### src/rtl/mem_stage_lsu.sv
// MEM pipeline stage: holds one instruction, waits for the data-SRAM response,
// aligns/extends load data, drops responses owned by flushed requests and
// drives the ID bypass/stall signals.
module mem_stage_lsu #(
    parameter int unsigned DATA_W   = 32,
    parameter int unsigned ADDR_W   = 32,
    parameter int unsigned DEST_W   = 5,
    parameter int unsigned CANCEL_W = 2
) (
    input  logic              clk,
    input  logic              resetn,
    input  logic              flush,
    input  logic              ws_allowin,
    output logic              ms_allowin,
    input  logic              es_to_ms_valid,
    input  logic [2:0]        es_ld_op,
    input  logic              es_res_from_mem,
    input  logic              es_mem_req,
    input  logic              es_gr_we,
    input  logic [DEST_W-1:0] es_dest,
    input  logic [DATA_W-1:0] es_alu_result,
    input  logic [ADDR_W-1:0] es_pc,
    input  logic              data_sram_data_ok,
    input  logic [DATA_W-1:0] data_sram_rdata,
    output logic              ms_to_ws_valid,
    output logic              ms_gr_we,
    output logic [DEST_W-1:0] ms_dest,
    output logic [DATA_W-1:0] ms_final_result,
    output logic [ADDR_W-1:0] ms_pc,
    output logic [DEST_W-1:0] ms_fwd_dest,
    output logic [DATA_W-1:0] ms_fwd_result,
    output logic              ms_fwd_stall
);

    localparam int unsigned OFF_W = $clog2(DATA_W / 8);
    localparam int unsigned SH_W  = OFF_W + 3;

    typedef enum logic [1:0] {
        S_EMPTY = 2'd0,
        S_WAIT  = 2'd1,
        S_READY = 2'd2
    } state_e;

    state_e              state_q, state_d;
    logic                ms_valid_q, ms_valid_d;
    logic [CANCEL_W-1:0] cancel_q, cancel_d;
    logic [2:0]          ld_op_q, ld_op_d;
    logic                res_from_mem_q, res_from_mem_d;
    logic                gr_we_q, gr_we_d;
    logic [DEST_W-1:0]   dest_q, dest_d;
    logic [DATA_W-1:0]   alu_q, alu_d;
    logic [ADDR_W-1:0]   pc_q, pc_d;
    logic [DATA_W-1:0]   rbuf_q, rbuf_d;

    logic                capture;
    logic                stale;
    logic                cancel_inc;
    logic                ready_go;
    logic                accept;
    logic                leave;
    logic [DATA_W-1:0]   rdata_sel;
    logic [SH_W-1:0]     shamt;
    logic [DATA_W-1:0]   shifted;
    logic [DATA_W-1:0]   aligned;

    // Handshake: a live response is consumed only when no stale ones are owed
    assign capture    = (state_q == S_WAIT) & data_sram_data_ok & (cancel_q == '0);
    assign stale      = data_sram_data_ok & (cancel_q != '0);
    assign cancel_inc = flush & (state_q == S_WAIT) & ~capture;
    assign ready_go   = (state_q == S_READY) | capture;
    assign ms_allowin = ~ms_valid_q | (ready_go & ws_allowin);
    assign accept     = es_to_ms_valid & ms_allowin & ~flush;
    assign leave      = ms_valid_q & ready_go & ws_allowin;
    assign ms_to_ws_valid = ms_valid_q & ready_go;

    // Same-cycle response data bypasses the buffer for a zero-bubble hand-off
    assign rdata_sel = capture ? data_sram_rdata : rbuf_q;
    assign shamt     = {alu_q[OFF_W-1:0], 3'b000};
    assign shifted   = rdata_sel >> shamt;

    // Sub-word extraction and sign/zero extension
    always_comb begin
        aligned = shifted;
        case (ld_op_q)
            3'b000:  aligned = DATA_W'($signed(shifted[7:0]));
            3'b001:  aligned = DATA_W'(shifted[7:0]);
            3'b010:  aligned = DATA_W'($signed(shifted[15:0]));
            3'b011:  aligned = DATA_W'(shifted[15:0]);
            3'b101:  aligned = DATA_W'(shifted[31:0]);
            3'b110:  aligned = shifted;
            default: aligned = DATA_W'($signed(shifted[31:0]));
        endcase
    end

    // Next-state: flush beats accept; accept beats leave; capture buffers data
    always_comb begin
        state_d        = state_q;
        ms_valid_d     = ms_valid_q;
        cancel_d       = cancel_q;
        ld_op_d        = ld_op_q;
        res_from_mem_d = res_from_mem_q;
        gr_we_d        = gr_we_q;
        dest_d         = dest_q;
        alu_d          = alu_q;
        pc_d           = pc_q;
        rbuf_d         = rbuf_q;

        if (stale) begin
            cancel_d = cancel_q - CANCEL_W'(1);
        end
        if (cancel_inc && (cancel_d != '1)) begin
            cancel_d = cancel_d + CANCEL_W'(1);
        end

        if (capture) begin
            rbuf_d = data_sram_rdata;
        end

        if (flush) begin
            ms_valid_d = 1'b0;
            state_d    = S_EMPTY;
        end else if (accept) begin
            ms_valid_d     = 1'b1;
            state_d        = es_mem_req ? S_WAIT : S_READY;
            ld_op_d        = es_ld_op;
            res_from_mem_d = es_res_from_mem;
            gr_we_d        = es_gr_we;
            dest_d         = es_dest;
            alu_d          = es_alu_result;
            pc_d           = es_pc;
        end else if (leave) begin
            ms_valid_d = 1'b0;
            state_d    = S_EMPTY;
        end else if (capture) begin
            state_d = S_READY;
        end
    end

    // State and latched-field registers
    always_ff @(posedge clk or negedge resetn) begin
        if (!resetn) begin
            state_q        <= S_EMPTY;
            ms_valid_q     <= 1'b0;
            cancel_q       <= '0;
            ld_op_q        <= '0;
            res_from_mem_q <= 1'b0;
            gr_we_q        <= 1'b0;
            dest_q         <= '0;
            alu_q          <= '0;
            pc_q           <= '0;
            rbuf_q         <= '0;
        end else begin
            state_q        <= state_d;
            ms_valid_q     <= ms_valid_d;
            cancel_q       <= cancel_d;
            ld_op_q        <= ld_op_d;
            res_from_mem_q <= res_from_mem_d;
            gr_we_q        <= gr_we_d;
            dest_q         <= dest_d;
            alu_q          <= alu_d;
            pc_q           <= pc_d;
            rbuf_q         <= rbuf_d;
        end
    end

    assign ms_gr_we        = gr_we_q;
    assign ms_dest         = dest_q;
    assign ms_pc           = pc_q;
    assign ms_final_result = res_from_mem_q ? aligned : alu_q;
    assign ms_fwd_dest     = (ms_valid_q & gr_we_q) ? dest_q : '0;
    assign ms_fwd_result   = ms_final_result;
    assign ms_fwd_stall    = ms_valid_q & res_from_mem_q & ~ready_go;

endmodule
### config.mk
export PLATFORM = sky130hd
export DESIGN_NAME = mem_stage_lsu
export DESIGN_NICKNAME = d
export VERILOG_FILES = /design/src/rtl/mem_stage_lsu.sv
export SDC_FILE = /design/constraint.sdc
export NUM_CORES = 1
export LEC_CHECK = 0
export CAP_MARGIN = 20
export CORE_MARGIN = 2
export CORE_UTILIZATION = 44
export DETAILED_ROUTE_END_ITERATION = 10
export GPL_ROUTABILITY_DRIVEN = 0
export PLACE_DENSITY = 0.87
export RECOVER_POWER = 100
export SYNTH_ARGS = -nofsm -noshare
export SYNTH_HDL_FRONTEND = slang
export SYNTH_SLANG_ARGS = --single-unit
### constraint.sdc
create_clock -name clk -period 3.55 [get_ports clk]
set_clock_uncertainty 0.1 [all_clocks]
set_input_delay 0.355 -clock clk [delete_from_list [all_inputs] [get_ports clk]]
set_output_delay 0.355 -clock clk [all_outputs]
set_load 0.03 [all_outputs]
==> results_dict.tcl <==
set metrics [dict create \
    power.density_nw_per_um2 722 \
    crit_family "compound AO/OA/AOI/OAI gates" \
    drt_wl_total_um 16100 \
    cts_tree "done" \
    drt_iter0_markers 413 \
    synthTopCellsByArea "dfrtp_1, mux2_2, mux4_2" \
    drc_errors 0 \
    cts_buffer_depth 2 \
    clock_latency_ps 360 \
    vias_per_cell 5.31 \
    final-hold-violation-count 0 \
    rr_startpoint "cancel_q[0]" \
    final_cell_mix "dfrtp_1, clkdlybuf4s50_1, mux2_2, nand2_1, dlygate4sd3_1" \
    swShare 0.427 \
    status "finished, final reports clean" \
    ant_nets 0 \
    synth.top_cell.area_share 0.489 \
    crit_path_start "cancel_q[0]" \
    layout.nets 804 \
    crit_fanout 7 \
    overflow 0 \
    grt_use_total 0.236 \
    report.final.slew_viol_count 0 \
    yosysUniqueCellTypes 42 \
    startpoint_type "register" \
    core_um2 12600 \
    worstPathArrival_ps 2970 \
    synth.avg_cell_area_um2 11.5 \
    syn2layout_area_growth_pct 41.5 \
    drv_cap 0 \
    post-place-ws_ps 53.6 \
    cts_buffers 9 \
    power.leakage_nw 3.47 \
    r2r_cells 9 \
    worst_slack_ps 128 \
    yosys.area.top_type "dfrtp_1" \
    dieWidth_um 118 \
    path_clk_slew_ps 80 \
    ys.flop_type "dfrtp_1" \
    crit_type "register to output port" \
    slowest_delay_ps 530 \
    clkPwrFrac 0.182 \
    netlist_instances 493 \
    hold-path-cell-count 2 \
    cts_sinks 111 \
    internal-power_mw 3.33 \
    antenna_cells 0 \
    hold_path_class "register to register" \
    ir_drop_mv 0.413 \
    antenna_found_initial 0 \
    cp-endpoint "ms_final_result[14]" \
    syn_nets 608 \
    ff2ff_setup_slack_ps 480 \
    cts_max_level 3 \
    grt_pass1_wl_um 26000 \
    worstMarginPinSlew_ps 1250 \
    grt_pass1_vias 4918 \
    setup_tns_ps 0 \
    p_sw_mw 2.48 \
    synth_async_sr_flop_share 1.00 \
    power_frac_comb 0.500 \
    grt_start_max_net_pins 62 \
    critical_path_buf_inv_count 2 \
    final_layout_size_suffix_gt1_frac 0.213 \
    fp.dieH_um 118 \
    die_area_um2 13800 \
    io_pins 223 \
    ys_warn_count 0 \
    min_from "rbuf_q[2]" \
    ys_seq_area_frac 0.489 \
    rsz0062_at_grt "no" \
    fin_crit_ps 3420 \
    wl_per_cell_um 18.6 \
    end_kind "output port" \
    setup_viol 0 \
    finalCritPeriodShare 0.964 \
    syn-cell-area_um2 5680 \
    max_freq_ghz 0.292 \
    p_seq_frac 0.318 \
    path_cells "inv_1 -> ha_1 -> and4b_2 -> mux4_2 -> a21o_1 -> o41a_1 -> dlygate4sd2_1" \
    cp_data_required_time_ps 3090 \
    drt_first_pass_iters 5 \
    row_count 41 \
    initial_core_util 0.450 \
    hpwlAfterDp_um 12200 \
    io_buffers 222 \
    slowest_stage "mux4_2" \
    ys_ff_latch 111 \
    cp.depth 7 \
    synth_edf_count 0 \
    vias 4601 \
    relSlewSlack 0.169 \
    root_buffer "clkbuf_16" \
    r2r_end "alu_q[3]" \
    postCtsSetupRepairBufs 0 \
]
## cell usage after synthesis (all sizes together) (3+ instances only)
| cell | number |
|---|---|
| nor2b | 11 |
| dfrtp | 111 |
| o21ai | 12 |
| clkbuf | 14 |
| buf | 45 |
| a22oi | 8 |
| and3 | 7 |
| a21oi | 35 |
| nand2 | 63 |
| inv | 5 |
| nor3b | 3 |
| mux2 | 91 |
| mux2i | 7 |
| o41a | 7 |
| nor2 | 24 |
| mux4 | 14 |
| or2 | 8 |
## per-stage QoR
stage	total power [mW]	util	instance area, um2	hold slack [ps]	std cells
after detailed placement	5.09	0.629	7940	322	849
final	5.81	0.637	8040	388	866
after floorplan	3.95	-	5680	-40.6	493
after global placement	4.99	0.629	7940	320	849
after CTS	6.03	0.651	8220	381	866
after global routing	6.10	0.637	8040	410	866
## cell type report
| type | instances | area, um2 |
|---|---|---|
| Clock buffer | 9 | 225 |
| Clock inverter | 7 | 80.1 |
| Fill cell | 1020 | 4580 |
| Inverter | 6 | 22.5 |
| Multi-Input combinational cell | 317 | 2520 |
| Sequential cell | 111 | 2780 |
| Tap cell | 172 | 215 |
| Timing Repair Buffer | 244 | 2200 |
## cells by family (layout without fill, tap and decap cells)
group / count (synthesis) / count (layout) / share of synthesized area
and+or+nand+nor: 128 / 128 / 0.105
muxes: 112 / 112 / 0.248
DFF: 111 / 111 / 0.489
AOI/OAI and AO/OA: 73 / 73 / 0.0821
buffers and inverters: 65 / 266 / 0.0680
adders and majority gates: 2 / 2 / 0.00440
xor gates and xnor gates: 2 / 2 / 0.00308
## registers in the layout, summed over array words and instances, names as in the netlist
register and count:
alu_q 32, ms_pc 32, rbuf_q 32, ms_dest 5, ld_op_q 3, cancel_q 2
state_q 2, ms_gr_we 1, ms_valid_q 1, res_from_mem_q 1
## layer usage
metal  part of all wire  vias to the layer above  GRT usage
met1               0.39                     2278      0.281
met2               0.51                      186      0.403
li1                   -                     2112          -
met4              0.022                        0     0.0813
met3              0.078                       25     0.0770
met5                  0                        -          0
## power groups by stage
stage | Sequential [mW] | Combinational (mW) | Clock (mW)
2_1_floorplan | 1.99 | 1.96 | 0
3_3_place_gp | 1.84 | 3.15 | 0
3_5_place_dp | 1.87 | 3.22 | 0
4_1_cts | 1.85 | 3.11 | 1.07
5_1_grt | 1.90 | 3.09 | 1.12
6_report | 1.85 | 2.90 | 1.06
## worst register-to-register path: stages, from the launching register on
cell and delay, ps:
dfrtp_1 390, inv_1 60, ha_1 180, and4b_2 260
buf_4 210, buf_4 170, o21ai_0 170, a21boi_0 570
clkbuf_2 440, mux2_2 400
## worst min-delay path by stage
stage,endpoint
global route,rbuf_q[4]
finish,rbuf_q[2]
global placement,ms_pc[10]
floorplan,alu_q[0]
CTS,rbuf_q[2]
detailed placement,ms_pc[7]
## repair_timing
action                                  in CTS  in global routing
resized for setup                           35                 21
endpoints found under the setup margin      35                 21
hold buffers                                 1                  0
pin swaps                                    0                  0
hold endpoints to repair                    48                  0
(Power assumes the default switching activity.)
